**src/rtl/pipeline_hazard_ctrl.sv**
```systemverilog
// Stall/flush sequencer for the 5-stage RV32IM pipeline: owns every hold, flush and bubble.
// Optional hazard statistics counters are built when HAZARD_STATS_EN is defined.
module pipeline_hazard_ctrl #(
    parameter int unsigned MULDIV_LATENCY = 4,
    parameter int unsigned REG_ADDR_W     = 5
) (
    input  logic                  CLK,
    input  logic                  RESET,
    input  logic                  IMEM_BUSYWAIT,
    input  logic                  DMEM_BUSYWAIT,
    input  logic [REG_ADDR_W-1:0] ID_RS1,
    input  logic [REG_ADDR_W-1:0] ID_RS2,
    input  logic                  ID_USES_RS1,
    input  logic                  ID_USES_RS2,
    input  logic [REG_ADDR_W-1:0] EX_RD,
    input  logic                  EX_MEM_READ,
    input  logic                  EX_IS_MULDIV,
    input  logic                  BRANCH_TAKEN,
    output logic                  PC_HOLD,
    output logic                  IF_ID_HOLD,
    output logic                  IF_ID_FLUSH,
    output logic                  ID_EX_HOLD,
    output logic                  ID_EX_BUBBLE,
    output logic                  EX_HOLD,
    output logic                  MULDIV_BUSY,
    output logic [31:0]           STALL_CYCLES,
    output logic [31:0]           FLUSH_COUNT
);

    localparam logic ST_RUN     = 1'b0;
    localparam logic ST_MD_WAIT = 1'b1;

    // Single-cycle M ops never enter MD_WAIT; the first hold cycle is spent in RUN.
    localparam bit        MD_MULTI = (MULDIV_LATENCY > 1);
    localparam logic [5:0] CNT_LOAD = MD_MULTI ? 6'(MULDIV_LATENCY - 2) : 6'd0;

    logic       state_q, state_d;
    logic [5:0] cnt_q, cnt_d;

    logic pc_hold_c, if_id_hold_c, if_id_flush_c, id_ex_hold_c, id_ex_bubble_c, ex_hold_c;
    logic branch_flush_c;
    logic load_use;

    assign load_use = EX_MEM_READ && (EX_RD != '0) &&
                      ((ID_USES_RS1 && (ID_RS1 == EX_RD)) ||
                       (ID_USES_RS2 && (ID_RS2 == EX_RD)));

    always_comb begin
        state_d        = state_q;
        cnt_d          = cnt_q;
        pc_hold_c      = 1'b0;
        if_id_hold_c   = 1'b0;
        if_id_flush_c  = 1'b0;
        id_ex_hold_c   = 1'b0;
        id_ex_bubble_c = 1'b0;
        ex_hold_c      = 1'b0;
        branch_flush_c = 1'b0;

        if (DMEM_BUSYWAIT) begin
            pc_hold_c    = 1'b1;
            if_id_hold_c = 1'b1;
            id_ex_hold_c = 1'b1;
            ex_hold_c    = 1'b1;
        end else if (state_q == ST_MD_WAIT) begin
            if (cnt_q != 6'd0) begin
                pc_hold_c    = 1'b1;
                if_id_hold_c = 1'b1;
                id_ex_hold_c = 1'b1;
                ex_hold_c    = 1'b1;
                cnt_d        = cnt_q - 6'd1;
            end else begin
                // Release cycle: the next op (even another MUL/DIV) enters EX on this edge.
                state_d = ST_RUN;
            end
        end else if (BRANCH_TAKEN) begin
            if_id_flush_c  = 1'b1;
            id_ex_bubble_c = 1'b1;
            branch_flush_c = 1'b1;
        end else if (EX_IS_MULDIV && MD_MULTI) begin
            pc_hold_c    = 1'b1;
            if_id_hold_c = 1'b1;
            id_ex_hold_c = 1'b1;
            ex_hold_c    = 1'b1;
            cnt_d        = CNT_LOAD;
            state_d      = ST_MD_WAIT;
        end else if (load_use) begin
            pc_hold_c      = 1'b1;
            if_id_hold_c   = 1'b1;
            id_ex_bubble_c = 1'b1;
        end else if (IMEM_BUSYWAIT) begin
            pc_hold_c     = 1'b1;
            if_id_flush_c = 1'b1;
        end
    end

    always_ff @(posedge CLK) begin
        if (RESET) begin
            state_q <= ST_RUN;
            cnt_q   <= 6'd0;
        end else begin
            state_q <= state_d;
            cnt_q   <= cnt_d;
        end
    end

    always_comb begin
        PC_HOLD      = 1'b0;
        IF_ID_HOLD   = 1'b0;
        IF_ID_FLUSH  = 1'b0;
        ID_EX_HOLD   = 1'b0;
        ID_EX_BUBBLE = 1'b0;
        EX_HOLD      = 1'b0;
        MULDIV_BUSY  = 1'b0;
        if (!RESET) begin
            PC_HOLD      = pc_hold_c;
            IF_ID_HOLD   = if_id_hold_c;
            IF_ID_FLUSH  = if_id_flush_c;
            ID_EX_HOLD   = id_ex_hold_c;
            ID_EX_BUBBLE = id_ex_bubble_c;
            EX_HOLD      = ex_hold_c;
            MULDIV_BUSY  = (state_q == ST_MD_WAIT);
        end
    end

`ifdef HAZARD_STATS_EN
    logic [31:0] stall_q, flush_q;

    always_ff @(posedge CLK) begin
        if (RESET) begin
            stall_q <= 32'd0;
            flush_q <= 32'd0;
        end else begin
            if (pc_hold_c && (stall_q != 32'hFFFF_FFFF)) begin
                stall_q <= stall_q + 32'd1;
            end
            // Only branch flushes count; IMEM-busy flushes are fetch bubbles, not redirects.
            if (branch_flush_c && (flush_q != 32'hFFFF_FFFF)) begin
                flush_q <= flush_q + 32'd1;
            end
        end
    end

    assign STALL_CYCLES = RESET ? 32'd0 : stall_q;
    assign FLUSH_COUNT  = RESET ? 32'd0 : flush_q;
`else
    assign STALL_CYCLES = 32'd0;
    assign FLUSH_COUNT  = 32'd0;
`endif

    always_ff @(posedge CLK) begin
        if (!RESET) begin
            assert (!(IF_ID_HOLD && IF_ID_FLUSH))
                else $error("IF/ID hold and flush asserted together");
            assert (!(ID_EX_HOLD && ID_EX_BUBBLE))
                else $error("ID/EX hold and bubble asserted together");
        end
    end

endmodule

```
**config.mk**
```make
export PLATFORM = sky130hd
export DESIGN_NAME = pipeline_hazard_ctrl
export DESIGN_NICKNAME = d
export VERILOG_FILES = /design/src/rtl/pipeline_hazard_ctrl.sv
export SDC_FILE = /design/constraint.sdc
export NUM_CORES = 1
export LEC_CHECK = 0
export ABC_CLOCK_PERIOD_IN_PS = 2160
export CORE_UTILIZATION = 31
export DETAILED_ROUTE_END_ITERATION = 8
export GPL_ROUTABILITY_DRIVEN = 0
export PLACE_DENSITY = 0.81
export SLEW_MARGIN = 20
export SYNTH_ARGS = -nofsm -noshare
export SYNTH_HDL_FRONTEND = slang
export SYNTH_SLANG_ARGS = --single-unit
```
**constraint.sdc**
```tcl
create_clock -name CLK -period 2.16 [get_ports CLK]
set_input_delay 0.216 -clock CLK [delete_from_list [all_inputs] [get_ports CLK]]
set_output_delay 0.216 -clock CLK [all_outputs]
set_load 0.03 [all_outputs]
```
=== Word-level counts from Yosys, hierarchy flattened ===
Index checks and enable logic that the tools add are counted.

* Input bits: 24
* Output and inout bits: 71
* Bits in latches: 0
* Memory bits (read-only): 0
* Word-level logic and storage cells: 52
* Memories: 0
* Bits in writable memories: 0
* Flip-flop bits (word level): 7

* Order comparisons: 0
* Add/sub/neg operators: 1
* Equal/unequal tests: 4
* Shift operators: 0
* Multiply operators: 0
* Multiplexer cells: 35
* Div/mod/pow operators: 0
* Bitwise operators: 1
* Reduce and logical (&&, ||, !) cells: 9

{| class="wikitable"
|+ Operators with widths
! operator !! number
|-
| $mux 1 || 31
|-
| $mux 6 || 4
|-
| $eq 5x5->1 || 2
|-
| $reduce_bool 6->1 || 1
|-
| $sub 6x1->6 const B || 1
|-
| $reduce_bool 5->1 || 1
|-
| $logic_and 1x1->1 || 4
|-
| $ne 2x1->1 const B || 2
|-
| $reduce_and 4->1 || 1
|-
| $reduce_bool 2->1 || 1
|-
| $logic_or 1x1->1 || 1
|-
| $not 1->1 || 1
|}

=== Longest topological paths before layout ===
* Word-level depth: 10
* Mapped depth: 8
* Gate-level depth less buffers: 7

=== Worst setup path after synthesis ===
OpenSTA, ideal clock, no wires.

* Path type: input to output
* From: input EX_RD[1]
* To: output ID_EX_BUBBLE
* Stages on the path: 5
* Path buffers: 0
* Setup slack: 213 ps
* Data required time: 1,944 ps
* Arrival: 1,731 ps
* Cells stage by stage: xnor2_1 -> nand4_1 -> o22ai_1 -> a31oi_1 -> nor4_1

* Cells in the longest elaborated chain, start to end: 10
* Elaborated cells between the ends (all ways): 14

{| class="wikitable"
|+ Ends and longest elaborated chain
! element !! line !! RTL
|-
| from (decl) || 15 || <nowiki>input logic [REG_ADDR_W-1:0] EX_RD,</nowiki>
|-
| $eq 5x5->1, on equally long branches || 45, 46 ||
|-
| $logic_and 1x1->1, on equally long branches || 45, 46 ||
|-
| $logic_or 1x1->1 || 45 || <nowiki>((ID_USES_RS1 && (ID_RS1 == EX_RD)) ||</nowiki>
|-
| $logic_and 1x1->1 * || 44 || <nowiki>assign load_use = EX_MEM_READ && (EX_RD != '0) &&</nowiki>
|-
| $mux 1 * || 86 || <nowiki>end else if (load_use) begin</nowiki>
|-
| $mux 1 * || 79 || <nowiki>end else if (EX_IS_MULDIV && MD_MULTI) begin</nowiki>
|-
| $mux 1 * || 75 || <nowiki>end else if (BRANCH_TAKEN) begin</nowiki>
|-
| $mux 1 * || 64 || <nowiki>end else if (state_q == ST_MD_WAIT) begin</nowiki>
|-
| $mux 1 * || 59 || <nowiki>if (DMEM_BUSYWAIT) begin</nowiki>
|-
| $mux 1 * || 114 || <nowiki>if (!RESET) begin</nowiki>
|-
| to (decl) || 23 || <nowiki>output logic ID_EX_BUBBLE,</nowiki>
|}

Every way passes the cells marked *; elsewhere a longest branch is shown, timed or not.

=== Worst setup path after layout ===
* From: input EX_RD[2]
* To: output IF_ID_FLUSH

* Cells in the longest elaborated chain, start to end: 10
* Elaborated cells between the ends (all ways): 14

{| class="wikitable"
|+ Ends and longest elaborated chain
! element !! line !! RTL
|-
| $eq 5x5->1, on equally long branches || 45, 46 ||
|-
| $logic_and 1x1->1, on equally long branches || 45, 46 ||
|-
| $logic_or 1x1->1 || 45 ||
|-
| $logic_and 1x1->1 * || 44 ||
|-
| $mux 1 * || 86 ||
|-
| $mux 1 * || 79 ||
|-
| $mux 1 * || 75 ||
|-
| $mux 1 * || 64 ||
|-
| $mux 1 * || 59 ||
|-
| $mux 1 * || 114 ||
|-
| to (decl) || 21 || <nowiki>output logic IF_ID_FLUSH,</nowiki>
|}

Marked as above.

==> results.sh <==
export IMPL_rows=20
export IMPL_postCtsSetupBuffers=0
export IMPL_synth_area_top_cells="buf_4 46%, dfxtp_1 13%, xnor2_1 8.3%"
export IMPL_rsz0062_at_grt="no"
export IMPL_area_delta_synth_final_pct=21.14
export IMPL_ant_nets=0
export IMPL_startpoint_type="input port"
export IMPL_design_area_um2=1276
export IMPL_grt_use_total_pct=11.84
export IMPL_initial_core_util_pct=33.68
export IMPL_drv_slew=0
export IMPL_synth_edf_count=0
export IMPL_clkPwrFrac_pct=19.7
export IMPL_status="completed"
export IMPL_synth_most_common_cell="buf_4"
export IMPL_switching_share_pct=48.98
export IMPL_p_leak_nw=0.6297
export IMPL_wl_per_cell_um=8.912
export IMPL_post_place_ws_ns=-0.3477
export IMPL_hold_path_depth=2
export IMPL_place_hpwl_mm=1.771
export IMPL_ctsHoldBuffers=0
export IMPL_die_w_um=60.30
export IMPL_syn_cell_area_um2=1054
export IMPL_r2r_slack_ns=0.35
export IMPL_overflow=0
export IMPL_p_sw_uw=313.8
export IMPL_max_freq_mhz=483.7
export IMPL_cts_tree="yes"
export IMPL_cp_arrival_ns=1.85
export IMPL_layout_nets=209
export IMPL_synth_seq_cells=7
export IMPL_p_seq_share_pct=24.1
export IMPL_hp_class="reg2reg"
export IMPL_pin_count=95
export IMPL_path_cells="dlygate4sd2_1 -> or4_1 -> o21a_1 -> buf_6 -> a21oi_2 -> o2111a_1 -> buf_12"
export IMPL_max_slew_margin_rel_pct=63.63
export IMPL_die_h_um=60.30
export IMPL_yosysTopAreaCellShare_pct=46.32
export IMPL_postSynthAreaPerCell_um2=7.525
export IMPL_internal_power_uw=326.8
export IMPL_cap_violations=0
export IMPL_drt_iter0_drc=13
export IMPL_vias_per_cell=3.775
export IMPL_core_area_um2=3128
export IMPL_post_route_util_pct=40.80
export IMPL_hold_ws_ns=0.5265
export IMPL_path_class="in2out"
export IMPL_critPathSlowestCell="or4_1"
export IMPL_reg2reg_to="cnt_q[3]"
export IMPL_worst_pin_slew_ns=0.5409
export IMPL_synth_main_ff_cell="dfxtp_1"
export IMPL_min_to="cnt_q[1]"
export IMPL_grt_pass1_vias=722
export IMPL_hold_path_startpoint="cnt_q[1]"
export IMPL_netlist_instances=140
export IMPL_portBuffers=30
export IMPL_n_antenna_cell=0
export IMPL_cp_end_kind="output port"
export IMPL_power_frac_comb_pct=56.2
export IMPL_first_pass_iters=4
export IMPL_ys_warn_count=0
export IMPL_reg2regPathDepth=8
export IMPL_totalPowerFinal_uw=640.6
export IMPL_synth_largest_area_cell="buf_4"
export IMPL_path_max_fanout=3
export IMPL_fin_cells=227
export IMPL_via_count=857
export IMPL_root_buffer="clkbuf_4"
export IMPL_dp_cells=223
export IMPL_synth_distinct_cells=32
export IMPL_cp_startpoint="EX_RD[2]"
export IMPL_finalSetupViolCount=0
export IMPL_power_density_nw_per_um2=501.9
export IMPL_layout_drive_gt1_share_pct=13.11
export IMPL_irDropWorstVdd_v=0.0001092
export IMPL_async_flop_share_pct=0
export IMPL_cpPeakStageDelay_ns=0.51
export IMPL_clock_sinks=7
export IMPL_wirelength_mm=2.023
export IMPL_cts_buffers=3
export IMPL_cp_required_ns=1.94
export IMPL_finalClockSkew_ns=0.006018
export IMPL_period_minus_slack_ns=2.067
export IMPL_grt_first_pass_wirelength_mm=3.146
export IMPL_ys_seq_area_share_pct=13.30
export IMPL_postLayoutSetupSlackWorst_ns=0.09281
export IMPL_clkLatencyLatePin_ns=0.26
export IMPL_timing_rr_start="cnt_q[1]"
export IMPL_finalHoldViolations=0
export IMPL_yosys_top_cells_count="65 x buf_4, 10 x nor2_1, 10 x xnor2_1, 8 x nand2_1"
export IMPL_path_clk_slew_ns=0.06
export IMPL_die_area_um2=3635
export IMPL_finalCritPeriodShare_pct=95.70
export IMPL_place_area_um2=1242
export IMPL_grt_max_degree=7
export IMPL_clock_path_buffers=2
export IMPL_antenna_found_initial=0
export IMPL_htreeDepth=1
export IMPL_finalSetupTns_ns=0
export IMPL_drc=0
-- sequential cells by signal (all words and copies together), names as in the netlist --
name     flops
cnt_q        6
state_q      1
-- area by class of cell --
cell class / instances / area (um^2)
clock buffers: 4 / 26.28
well taps: 44 / 55.05
inverters: 7 / 26.28
fillers: 336 / 1852
flip-flops and latches: 7 / 140.1
multi-input cells: 124 / 645.6
repair buffers: 41 / 382.9
-- critical path: cells and delay by family --
kind | cells | cell delay [ns]
buf+inv | 3 | 0.50
simple gates | 1 | 0.51
compound gates | 3 | 0.62
-- power by group through the flow --
stage	Combinational [mW]	Clock (mW)	Sequential [mW]
floorplan	0.344	0	0.155
global placement	0.356	0	0.157
finish	0.360	0.126	0.154
detailed placement	0.360	0	0.157
global route	0.389	0.139	0.156
CTS	0.358	0.131	0.155
-- worst max-delay path by stage --
stage                         endpoint  slack [ns]  depth (start not counted)
after floorplan           ID_EX_BUBBLE        0.21                          5
after global placement         PC_HOLD       -0.32                          8
after detailed placement    IF_ID_HOLD       -0.35                          8
after CTS                 ID_EX_BUBBLE        0.04                          8
after global routing      ID_EX_BUBBLE        0.03                          8
final                      IF_ID_FLUSH        0.09                          7
-- what timing repair did --
item / CTS / global route
pin swaps: 3 / 1
gates cloned: 0 / 0
resized for setup: 12 / 4
setup endpoints to repair: 4 / 4
-- cells in the final DEF, fill, tap and decap left out, types with 2 or more instances in the layout --
master / n
clkdlybuf4s50_1: 19
dlygate4sd2_1: 4
nor3b_1: 2
clkbuf_4: 3
conb_1: 64
o21ai_0: 2
dfxtp_1: 7
nand2_1: 8
inv_1: 7
nor2_1: 10
xor2_1: 4
nand4_1: 2
xnor2_1: 10
buf_4: 13
-- layer usage --
metal	part of all wire [%]	vias to the layer above	GRT usage [%]
met5	0	-	0
met4	2.1	0	7.641
met1	38	382	12.37
met3	8.1	5	3.247
li1	-	413	-
met2	52	57	20.57
-- cell families (layout without fill, tap and decap cells) --
group,count (synthesis),in the layout,share of synthesized area (%)
flops,7,7,13.30
buf+inv,72,52,48.81
compound gates,14,14,9.978
other cells,1,64,0.3560
simple gates,30,30,13.78
mux,1,1,0.9502
xor+xnor,14,14,11.64
fa+ha+maj,1,1,1.187
Note: power is estimated with default switching activity, not from simulation.
